===== src/rtl/sipo_pkg.sv =====
// sipo_pkg: shared constants and FSM state type for the serial-to-parallel receiver
package sipo_pkg;
    localparam int WIDTH_DEF = 12;
    typedef enum logic {
        IDLE  = 1'b0,
        SHIFT = 1'b1
    } state_t;
endpackage


===== src/rtl/sipo_out_stage.sv =====
// sipo_out_stage: one-word valid/ready holding register with sticky overrun flag
// Ports: i_load/i_word  completed word from the shifter
//        i_ready        consumer accepts o_data while o_valid
//        i_clr_overrun  synchronous clear of o_overrun (a same-cycle drop wins)
//        o_data/o_valid held word and its valid flag; o_overrun sticky drop flag
module sipo_out_stage #(
    parameter int WIDTH = sipo_pkg::WIDTH_DEF
) (
    input  logic             clk,
    input  logic             rst_n,
    input  logic             i_load,
    input  logic [WIDTH-1:0] i_word,
    input  logic             i_ready,
    input  logic             i_clr_overrun,
    output logic [WIDTH-1:0] o_data,
    output logic             o_valid,
    output logic             o_overrun
);
    logic [WIDTH-1:0] r_data;
    logic             r_valid;
    logic             r_overrun;
    logic             w_room;
    // the register can take a new word if empty or being drained this very cycle
    assign w_room = !r_valid || i_ready;
    always_ff @(posedge clk or negedge rst_n) begin
        if (!rst_n) begin
            r_data    <= '0;
            r_valid   <= 1'b0;
            r_overrun <= 1'b0;
        end else begin
            if (i_load && w_room) begin
                r_data  <= i_word;
                r_valid <= 1'b1;
            end else if (r_valid && i_ready) begin
                r_valid <= 1'b0;
            end
            if (i_load && !w_room)
                r_overrun <= 1'b1;
            else if (i_clr_overrun)
                r_overrun <= 1'b0;
        end
    end
    assign o_data    = r_data;
    assign o_valid   = r_valid;
    assign o_overrun = r_overrun;
endmodule


===== src/rtl/sipo_deserializer.sv =====
// sipo_deserializer: LSB-first serial receiver framed by sync, with valid/ready word output
// Ports: sync/bit_en/serial_in  serial link (sync restarts a word, bit_en qualifies a bit)
//        parallel_out/out_valid/out_ready  parallel handshake to the consumer
//        overrun/clr_overrun  sticky dropped-word flag and its clear
//        busy/bit_count       FSM in SHIFT and live count of bits in the current word
module sipo_deserializer
    import sipo_pkg::*;
#(
    parameter int WIDTH = WIDTH_DEF,
    parameter int CNT_W = 4
) (
    input  logic             clk,
    input  logic             rst_n,
    input  logic             sync,
    input  logic             bit_en,
    input  logic             serial_in,
    output logic [WIDTH-1:0] parallel_out,
    output logic             out_valid,
    input  logic             out_ready,
    output logic             overrun,
    input  logic             clr_overrun,
    output logic             busy,
    output logic [CNT_W-1:0] bit_count
);
    state_t           r_state;
    logic [WIDTH-1:0] r_shift;
    logic [CNT_W-1:0] r_cnt;
    logic             w_shift_en;
    logic             w_last;
    logic             w_done;
    logic [WIDTH-1:0] w_word;
    assign w_shift_en = (r_state == SHIFT) && bit_en && !sync;
    assign w_last     = r_cnt == CNT_W'(WIDTH - 1);
    assign w_done     = w_shift_en && w_last;
    assign w_word     = {serial_in, r_shift[WIDTH-1:1]};
    always_ff @(posedge clk or negedge rst_n) begin
        if (!rst_n) begin
            r_state <= IDLE;
            r_shift <= '0;
            r_cnt   <= '0;
        end else if (sync) begin
            // restart framing; any partial word is silently abandoned
            r_state <= SHIFT;
            r_cnt   <= '0;
        end else if (w_shift_en) begin
            r_shift <= w_word;
            r_state <= w_last ? IDLE : SHIFT;
            r_cnt   <= w_last ? '0 : r_cnt + 1'b1;
        end
    end
    sipo_out_stage #(.WIDTH(WIDTH)) u_out (
        .clk           (clk),
        .rst_n         (rst_n),
        .i_load        (w_done),
        .i_word        (w_word),
        .i_ready       (out_ready),
        .i_clr_overrun (clr_overrun),
        .o_data        (parallel_out),
        .o_valid       (out_valid),
        .o_overrun     (overrun)
    );
    assign busy      = r_state == SHIFT;
    assign bit_count = r_cnt;
endmodule


===== config.mk =====
export PLATFORM = sky130hd
export DESIGN_NAME = sipo_deserializer
export DESIGN_NICKNAME = d
export VERILOG_FILES = /design/src/rtl/sipo_pkg.sv /design/src/rtl/sipo_out_stage.sv /design/src/rtl/sipo_deserializer.sv
export SDC_FILE = /design/constraint.sdc
export NUM_CORES = 1
export LEC_CHECK = 0
export ABC_CLOCK_PERIOD_IN_PS = 2700
export CORE_UTILIZATION = 25
export DETAILED_ROUTE_END_ITERATION = 10
export GPL_TIMING_DRIVEN = 0
export SETUP_SLACK_MARGIN = 0.05
export SYNTH_ARGS = -nofsm -noshare
export SYNTH_HDL_FRONTEND = slang
export SYNTH_SLANG_ARGS = --single-unit

===== constraint.sdc =====
create_clock -name clk -period 2.7 [get_ports clk]
set_input_delay 0.81 -clock clk [delete_from_list [all_inputs] [get_ports clk]]
set_output_delay 0.81 -clock clk [all_outputs]
set_load 0.01 [all_outputs]

---- Yosys cells after proc, flatten, opt, wreduce, memory -nomap -nowiden ----
Cells that the tools add are included.
storage, ports and cells
  bits in registers ....................... 31
  latch bits .............................. 0
  bits in writable memories ............... 0
  ROM bits ................................ 0
  input port bits ......................... 7
  output and inout bits ................... 19
  word-level logic and storage cells ...... 33
  memories ................................ 0
cells by class
  $add $sub $neg .......................... 1
  multiply operators ...................... 0
  div/mod/pow operators ................... 0
  magnitude comparators ................... 0
  equal/unequal tests ..................... 1
  shifts and indexed selects .............. 0
  muxes and demuxes ....................... 10
  bitwise gates (word level) .............. 1
  reduce and logical (&&, ||, !) cells .... 14
operator list
  kind                                         number
  two-way mux 4 bit                            3
  two-way mux 1 bit                            7
  logical AND 1 bit                            6
  nonzero test 2 bit                           3
  adder 4 x 1 -> 4 bit, second input constant  1
  == test 4 bit, second input constant         1
  logical NOT 1 bit                            3
  AND reduction 2 bit                          1
  logical OR 1 bit                             1
  NOT 1 bit                                    1

---- Logic depth before layout (Yosys ltp) ----
  depth after elaboration ................. 5
  depth in mapped cells ................... 5
  gate-level depth less buffers ........... 4

---- Hierarchy ----
A second synthesis with hierarchy kept.
second synthesis, totals
  cells, all modules ...................... 84
  area total of the unflattened synthesis .. 1,296.2 sq um
by module, submodules not included
  module             instances  cells each  area an instance (sq um)  seq. area each (sq um)
  sipo_deserializer  1          51          710.7                     400.4
  sipo_out_stage     1          33          585.6                     350.3

---- Worst setup path before layout ----
Ideal clock, no wire load.
  path type ............................... input to register
  from .................................... input port bit_en
  to ...................................... register u_out.r_data[10] (netlist: u_out.o_data[10])
  setup time .............................. 125 ps
  arrival ................................. 1,734 ps
  required time ........................... 2,575 ps
  path slack .............................. 841 ps
  cell stages on the path ................. 4
  buffers on the path ..................... 1
  path through ............................ nand4b_1 and4bb_4 buf_12 mux2_4
between the ends
  word-level cells in the longest chain between the ends .. 4
RTL lines
  item                             RTL line                 RTL
  from (decl)                      sipo_deserializer.sv:15  input logic bit_en,
  logical AND 1 bit (2 in series)  sipo_deserializer.sv:32  assign w_shift_en = (r_state == SHIFT) && bit_en && !sync;
  logical AND 1 bit                sipo_deserializer.sv:34  assign w_done = w_shift_en && w_last;
  logical AND 1 bit                sipo_out_stage.sv:31     if (i_load && w_room) begin
  to (signal assigned)             sipo_out_stage.sv:32     r_data <= i_word;
  to (decl)                        sipo_out_stage.sv:19     logic [WIDTH-1:0] r_data;
No other way between the ends.
A chain may end at the register's enable or synchronous reset.

---- Final worst setup path ----
  from .................................... input port bit_en
  to ...................................... register u_out.r_data[3] (netlist: u_out.o_data[3])
Same word-level chain as after synthesis.

==> flow_summary.json <==
{
  "crit_fanout": 10,
  "wl_per_cell_um": 12.9,
  "slew_violations": 0,
  "ys_types": 23,
  "routed-wl-met3_um": 174,
  "setup_viol": 0,
  "crit_path_cell_trace": "clkdlybuf4s50_1 -> nand4b_1 -> and4bb_4 -> buf_12 -> mux2_4",
  "grt_start_max_net_pins": 31,
  "ff2ff_path_depth": 5,
  "worstSetupStartpoint": "bit_en",
  "antenna_left": 0,
  "cts.sinks": 30,
  "cap_viol_max_count": 0,
  "root_buffer": "clkbuf_8",
  "h-tree-depth": 2,
  "drive_gt1_frac": 0.313,
  "io-pin-count": 26,
  "tritoncts": "done",
  "fin_skew_ns": 0.000932,
  "cp.required_ns": 2.86,
  "synth_top_area_cell": "dfrtp_1",
  "track_usage": 0.103,
  "syn_inst": 83,
  "hold_class": "reg2reg",
  "crit_end": "u_out.o_data[3]",
  "ir_worst_vdd_v": 0.000339,
  "hpwl_um": 1660,
  "drt-met1-wl_um": 1020,
  "drt_iter0_drc": 2,
  "dp_worst_setup_slack_ns": 0.213,
  "ys_seq_area_frac": 0.599,
  "drcViolationCount": 0,
  "finalCriticalPeriod_ns": 2.23,
  "drt_wl_total_um": 2350,
  "top_layer_used": "met4",
  "async_flop_share": 1.00,
  "core_um2": 4790,
  "synth.top_cell.area_share": 0.599,
  "timing.final.ws_setup_ns": 0.474,
  "port_buffers": 25,
  "synthesis.nets": 91,
  "die_x_um": 72.8,
  "ctsResizeCount": 0,
  "cts_hold_buf": 0,
  "synthTopCellsByArea": "dfrtp_1 (60%), mux2_4 (12%), mux2_2 (12%), buf_12 (1.6%), nand2_1 (1.5%)",
  "nNetsFinal": 123,
  "vias": 773,
  "rsz0062_at_grt": "no",
  "placed_cell_area_um2": 1590,
  "period_share": 0.825,
  "fillerInstances": 483,
  "leakage_nw": 0.720,
  "r2r-end": "u_out.o_data[3]",
  "worst_pin_slew_ns": 0.650,
  "via_per_inst": 4.25,
  "end_kind": "flop",
  "grt_pass1_vias": 811,
  "worstSkewPairLatency_ns": 0.27,
  "whs_ns": 0.510,
  "syn_area_um2": 1250,
  "gp_congestion": 0.673,
  "die-height_um": 72.8,
  "synthFlopType": "dfrtp_1",
  "start_util": 0.262,
  "rows": 25,
  "post_cts_buffers": 0,
  "criticalPathCategory": "in2reg",
  "status": "completed",
  "p_per_area_nw_per_um2": 609,
  "dr.pass1.iters": 5,
  "yosysWarnings": 0,
  "numCtsBuffers": 5,
  "ctsLongestPathBuffers": 2,
  "hold_viol": 0,
  "power_mw": 1.01,
  "fmax_mhz": 449,
  "tns_ns": 0,
  "clk_pin_slew_ns": 0.06,
  "grt_pass1_wl_um": 3950,
  "hold_path_depth": 1,
  "avgSynthCellArea_um2": 15.1,
  "r2r_slack_ns": 0.88,
  "critical_path.max_stage_delay_ns": 0.53,
  "antenna_found_initial": 0,
  "slew_headroom": 0.566,
  "critPathLaunchType": "primary input",
  "synth-edff-count": 0,
  "arrival_ns": 2.38,
  "crit_slowest_cell": "clkdlybuf4s50_1",
  "r2r_start": "bit_count[0]",
  "syn_to_final_growth_pct": 32.5,
  "fin_area_um2": 1660,
  "overflow": 0,
  "ys_ff_latch": 30,
  "antenna_cells": 0,
  "wl_met2_um": 1140,
  "die_area_um2": 5300
}
-- per-layer routing --
metal / vias up / global-route usage
met3: 3 / 0.0483
met4: 0 / 0.0327
met2: 28 / 0.170
met1: 383 / 0.118
li1: 359 / -
met5: - / 0
-- cells in the final DEF (no fill, tap or decap) --
master / n
inv_1: 2
a21o_2: 1
buf_6: 1
mux2_2: 13
nand2_1: 5
o22ai_1: 1
clkdlybuf4s50_1: 24
mux2i_1: 1
nor2_1: 3
o21ai_0: 1
a21oi_1: 2
nand4b_1: 1
nand2b_1: 1
dfrtp_1: 30
or4_1: 1
a311o_1: 1
mux2_4: 10
a31oi_1: 1
or2_1: 1
buf_2: 1
buf_12: 1
or3b_2: 1
and4bb_4: 1
clkbuf_8: 5
clkinv_2: 2
nand3_1: 3
ha_1: 1
-- final cells by class --
type	count	area [µm²]	area share
multi-input cells	49	464	0.279
plain buffers	2	31.3	0.0188
flip-flops and latches	30	751	0.452
clock buffers	5	68.8	0.0414
well taps	67	83.8	0.0505
inverters	2	7.51	0.00452
repair buffers	25	245	0.148
clock inverters	2	10.0	0.00602
-- critical path: cells and delay by family --
| kind | cells | cell delay (ns) |
|---|---|---|
| buffers and inverters | 2 | 0.68 |
| multiplexers | 1 | 0.30 |
| AND/OR/NAND/NOR | 2 | 0.58 |
-- cells in the mapped netlist (2+ instances only) --
| library cell | instances |
|---|---|
| a21oi_1 | 2 |
| dfrtp_1 | 30 |
| inv_1 | 2 |
| mux2_2 | 13 |
| mux2_4 | 10 |
| nand2_1 | 5 |
| nand3_1 | 3 |
| nor2_1 | 3 |
-- per-stage QoR --
stage / std cells / util
3_3_place_gp: 175 / 0.332
2_1_floorplan: 83 / -
6_report: 182 / 0.347
3_5_place_dp: 175 / 0.332
5_1_grt: 182 / 0.347
4_1_cts: 182 / 0.348
-- logic make-up (layout without fill, tap and decap cells) --
family,Yosys count,after routing,share of synthesized area
buffers and inverters,4,36,0.0309
adder cells (fa/ha/maj),1,1,0.00998
AO/OA/AOI/OAI,7,7,0.0369
flip-flops,30,30,0.599
AND/OR/NAND/NOR,17,17,0.0789
multiplexers,24,24,0.245
-- state kept, by name, summed over array words and instances (netlist names) --
signal           flops
bit_count            4
busy                 1
r_shift             11
u_out.o_data        12
u_out.o_overrun      1
u_out.o_valid        1
-- power by group --
| part | switching, mW | internal [mW] |
|---|---|---|
| registers | 0.0540 | 0.522 |
| logic | 0.0370 | 0.0719 |
| clock network | 0.155 | 0.172 |
| total | 0.246 | 0.766 |
-- worst min-delay path by stage --
stage | slack, ns | start | to
detailed placement | 0.49 | u_out.o_data[10] | u_out.o_data[10]
finish | 0.51 | u_out.o_data[0] | u_out.o_data[0]
CTS | 0.51 | r_shift[1] | u_out.o_data[0]
global route | 0.52 | r_shift[1] | u_out.o_data[0]
global placement | 0.49 | r_shift[1] | r_shift[1]
floorplan | 0.47 | r_shift[1] | u_out.o_data[0]
Power figures use the tool's default switching activity.
